$ cat config.mk
export PLATFORM = sky130hd
export DESIGN_NAME = operand_sequencer
export DESIGN_NICKNAME = d
export VERILOG_FILES = /design/src/rtl/operand_sequencer.sv
export SDC_FILE = /design/constraint.sdc
export NUM_CORES = 1
export LEC_CHECK = 0
export CORE_UTILIZATION = 49
export DETAILED_ROUTE_END_ITERATION = 16
export HOLD_SLACK_MARGIN = 0.05
export PLACE_DENSITY = 0.85
export SLEW_MARGIN = 20
export SYNTH_ARGS = -nofsm -noshare
export SYNTH_HDL_FRONTEND = slang
export SYNTH_SLANG_ARGS = --single-unit
$ cat constraint.sdc
create_clock -name clk -period 2.47 [get_ports clk]
set_input_delay 0.6175 -clock clk [delete_from_list [all_inputs] [get_ports clk]]
set_output_delay 0.6175 -clock clk [all_outputs]
set_load 0.01 [all_outputs]
$ cat src/rtl/operand_sequencer.sv
// Sequences latched A/B vector pairs element by element into an external MAC
// and captures the accumulated scalar product once the MAC pipeline has drained.
module operand_sequencer #(
  parameter int unsigned Nbits   = 4,
  parameter int unsigned Ndata   = 3,
  parameter int unsigned MAC_LAT = 1
) (
  input  logic                     clk,
  input  logic                     reset,
  input  logic                     in_valid,
  output logic                     in_ready,
  input  logic [Ndata*Nbits-1:0]   A,
  input  logic [Ndata*Nbits-1:0]   B,
  output logic                     mac_clear,
  output logic [Nbits-1:0]         multiplier,
  output logic [Nbits-1:0]         multiplicand,
  input  logic [2*Nbits-1:0]       acc_in,
  output logic                     out_valid,
  input  logic                     out_ready,
  output logic [2*Nbits-1:0]       result
);

  localparam logic [2:0] IDLE   = 3'd0;
  localparam logic [2:0] CLEAR  = 3'd1;
  localparam logic [2:0] STREAM = 3'd2;
  localparam logic [2:0] DRAIN  = 3'd3;
  localparam logic [2:0] DONE   = 3'd4;

  // One counter serves both the element index in STREAM and the drain count.
  localparam int unsigned MAXC = (Ndata > MAC_LAT) ? Ndata : MAC_LAT;
  localparam int unsigned CW   = (MAXC > 1) ? $clog2(MAXC) : 1;
  localparam logic [CW-1:0] LAST_EL = CW'(Ndata - 1);
  localparam logic [CW-1:0] LAST_DR = CW'(MAC_LAT - 1);

  logic [2:0]             state_q, state_d;
  logic [CW-1:0]          cnt_q, cnt_d;
  logic [Ndata*Nbits-1:0] a_q, a_d;
  logic [Ndata*Nbits-1:0] b_q, b_d;
  logic [2*Nbits-1:0]     result_q, result_d;

  always_comb begin
    state_d  = state_q;
    cnt_d    = cnt_q;
    a_d      = a_q;
    b_d      = b_q;
    result_d = result_q;
    case (state_q)
      IDLE: begin
        if (in_valid) begin
          a_d     = A;
          b_d     = B;
          state_d = CLEAR;
        end
      end
      CLEAR: begin
        cnt_d   = '0;
        state_d = STREAM;
      end
      STREAM: begin
        if (cnt_q == LAST_EL) begin
          cnt_d   = '0;
          state_d = DRAIN;
        end else begin
          cnt_d = cnt_q + 1'b1;
        end
      end
      DRAIN: begin
        if (cnt_q == LAST_DR) begin
          cnt_d    = '0;
          result_d = acc_in;
          state_d  = DONE;
        end else begin
          cnt_d = cnt_q + 1'b1;
        end
      end
      DONE: begin
        if (out_ready) state_d = IDLE;
      end
      default: begin
        cnt_d   = '0;
        state_d = IDLE;
      end
    endcase
  end

  always_ff @(posedge clk) begin
    if (reset) begin
      state_q  <= IDLE;
      cnt_q    <= '0;
      a_q      <= '0;
      b_q      <= '0;
      result_q <= '0;
    end else begin
      state_q  <= state_d;
      cnt_q    <= cnt_d;
      a_q      <= a_d;
      b_q      <= b_d;
      result_q <= result_d;
    end
  end

  // Operand/clear outputs depend only on flops, never on inputs.
  always_comb begin
    mac_clear    = (state_q == CLEAR);
    multiplier   = '0;
    multiplicand = '0;
    if (state_q == STREAM) begin
      multiplier   = a_q[int'(cnt_q) * Nbits +: Nbits];
      multiplicand = b_q[int'(cnt_q) * Nbits +: Nbits];
    end
  end

  assign in_ready  = (state_q == IDLE);
  assign out_valid = (state_q == DONE);
  assign result    = result_q;

endmodule

==> results of run 1 <==
area by class of cell:
type                            count  area, um^2
Clock buffer                        5       37.54
Inverter                            2       7.507
Fill cell                         264       802.0
Tap cell                           44       55.05
Sequential cell                    37       745.7
Clock inverter                      2       35.03
Multi-Input combinational cell    154       839.6
Timing Repair Buffer               62       630.6
where the power goes:
| part | internal [uW] | switching (uW) | leakage (uW) |
|---|---|---|---|
| Combinational | 151 | 138 | 0.000612 |
| Sequential | 640 | 36.0 | 0.000303 |
| Clock | 206 | 187 | 0.0000410 |
cell usage after synthesis (2+ instances only):
cell      instances
a21oi_1          36
a22oi_1           2
buf_2             6
buf_6             4
clkbuf_1          4
dfxtp_1          37
ha_1              4
inv_1             2
mux2_1            2
mux2_2            3
mux2i_1           5
nand2_1          69
nand3_1           9
nor2_1            3
nor2b_1           2
o22ai_1           5
layer usage:
metal,vias to the layer above,routed length (um),track usage
li1,810,-,-
met1,711,1678,0.2665
met2,60,1840,0.3878
met3,8,236,0.05544
met4,0,59,0.07143
met5,-,0,0
sequential cells by signal, summed over array words and instances (netlist names):
register,flops
a_q,12
b_q,12
result,8
cnt_q,2
state_q,3
worst paths after layout:
check / start / endpoint / depth (start not counted)
worst max-delay path: state_q[0] / multiplicand[0] / 5
worst min register to register: result[0] / result[0] / 2
worst min-delay path: result[0] / result[0] / 2
worst max register to register: state_q[0] / a_q[3] / 4
worst register-to-register path: cells and delay by family (launching register included):
family	cells	cell delay [ns]
simple gates	2	0.80
compound gates	1	0.07
flops	1	0.37
buf+inv	1	0.19
metrics by stage:
| step | instance area [um^2] | total power (uW) | setup WS [ns] | instances | hold slack [ns] |
|---|---|---|---|---|---|
| 2_1_floorplan | 1677 | 860.2 | 0.6917 | 208 | 0.4329 |
| 3_3_place_gp | 2251 | 970.4 | 0.2184 | 299 | 0.4427 |
| 3_5_place_dp | 2251 | 978.2 | 0.1488 | 299 | 0.4491 |
| 4_1_cts | 2331 | 1367 | 0.002277 | 306 | 0.4633 |
| 5_1_grt | 2351 | 1426 | 0.0007935 | 306 | 0.4792 |
| 6_report | 2351 | 1359 | 0.09485 | 306 | 0.4596 |
cells by family (layout without fill, tap and decap cells):
group / count (synthesis) / after routing / synth area share
buffers and inverters: 17 / 71 / 0.06044
adder cells (fa/ha/maj): 4 / 4 / 0.02985
flip-flops: 37 / 37 / 0.4418
AND/OR/NAND/NOR: 95 / 95 / 0.2597
multiplexers: 10 / 10 / 0.06343
AO/OA/AOI/OAI: 45 / 45 / 0.1448
what timing repair did:
item,CTS,global route
setup buffers,0,0
pin swaps,0,0
gates resized for setup,5,8
endpoints found under the setup margin,8,7
cloned,0,0
==> impl_metrics.toml, run 1 <==
[layout]
fin_nets = 302
final_cell_mix = "nand2_1, clkdlybuf4s50_1, a21oi_1"
syn_to_final_growth_pct = 40.22
layout_commonest_cell = "nand2_1"
drive_gt1_frac = 0.09924
final_util = 0.7456
num_antenna_cells = 0

[power_and_ir_drop]
vdd_drop_max_v = 0.0004677
powerDensity_mw_per_mm2 = 578.2
p_leak_uw = 0.0009568

[timing]
tightest_slew_ns = 0.5376
maxSlewHeadroom = 0.6405
maxSlewViolCount = 0
finClkSkew_ns = 0.009110
fmax_mhz = 421.0
fin_crit_sh = 0.9616
rsz0062_at_grt = "false"
period_minus_slack_ns = 2.375
setup_viol = 0
fin_tns_setup_ns = 0
hold_viol_final = 0

[worst_setup_path]
crit_type = "register to output port"
r2r_setup_slack_ns = 0.94
cp_slowest_cell = "clkdlybuf4s50_1"
path_delay_family = "buffers and inverters"
critPathLaunchType = "register"
timing.critical_path.buf_inv = 2
crit_required_ns = 1.85
cpPeakStageDelay_ns = 0.55
worstSetupEndpointType = "output port"
critical_path_arrival_ns = 1.76
path_max_fanout = 6
worstPathCellList = "nor2_2 > buf_4 > nand3_1 > o22ai_1 > clkdlybuf4s50_1"

[floorplanning]
fp.dieW_um = 60.50
core_mm2 = 0.003153
die_h_um = 60.50
die-area_mm2 = 0.003660
num_rows = 20
start_util = 0.5317
io_pins = 55

[route]
wl_per_cell_um = 12.47
postRouteAntennaNets = 0
route.detailed.drc = 0
num_vias = 1589
drt_wl_total_um = 3815
drt-vias-per-instance = 5.193
dr.first_iter.drc_count = 68
firstDrtPassIters = 4

[synth]
synth.distinct_cells = 31
synthArstFlopShare = 0
syn_inst = 208
yosysSeqAreaShare = 0.4418
synth_top_area_frac = 0.4418
ys_ff_latch = 37
synth_nets = 248
ys_warn_count = 0
syn_avg_cell_area_um2 = 8.061
yosys.area.top_type = "dfxtp_1"
netlist_top_cells_area = "dfxtp_1, nand2_1, a21oi_1, ha_1, mux2i_1"
netlist_area_mm2 = 0.001677
synth-edff-count = 0
synth-main-ff-cell = "dfxtp_1"

[status]
status = "finished clean"

[cts]
insertion_delay_ns = 0.33
cts_sinks = 37
cts_inserted_buffers = 5
clock-root-buffer = "clkbuf_4"
htreeDepth = 2
hold_buffers = 0
cts_tree = "done"
path_clk_slew_ns = 0.10
clockBufferDepth = 2

[global_routing]
grt_max_degree = 25
grt_pass1_wl_um = 6078
grt-ovfl-total = 0
antenna_found_initial = 0
track_usage = 0.2217
grt_pass1_vias = 1409

[placement]
routabilityCongestion = 0.7782
dpl.hpwl_um = 2743
io_buffer_count = 54

[worst_hold_path]
hold_class = "register to register"

[job]
max-cap-violations = 0
Power figures use the tool's default switching activity.
==> run 2, diff against run 1 <==
--- a/config.mk
+++ b/config.mk
@@ -5,6 +5,7 @@
 export SDC_FILE = /design/constraint.sdc
 export NUM_CORES = 1
 export LEC_CHECK = 0
+export ABC_CLOCK_PERIOD_IN_PS = 2470
 export CORE_UTILIZATION = 49
 export DETAILED_ROUTE_END_ITERATION = 16
 export HOLD_SLACK_MARGIN = 0.05
==> results of run 2 <==
The final DEF is identical to that of run 1; final timing and power are the same.
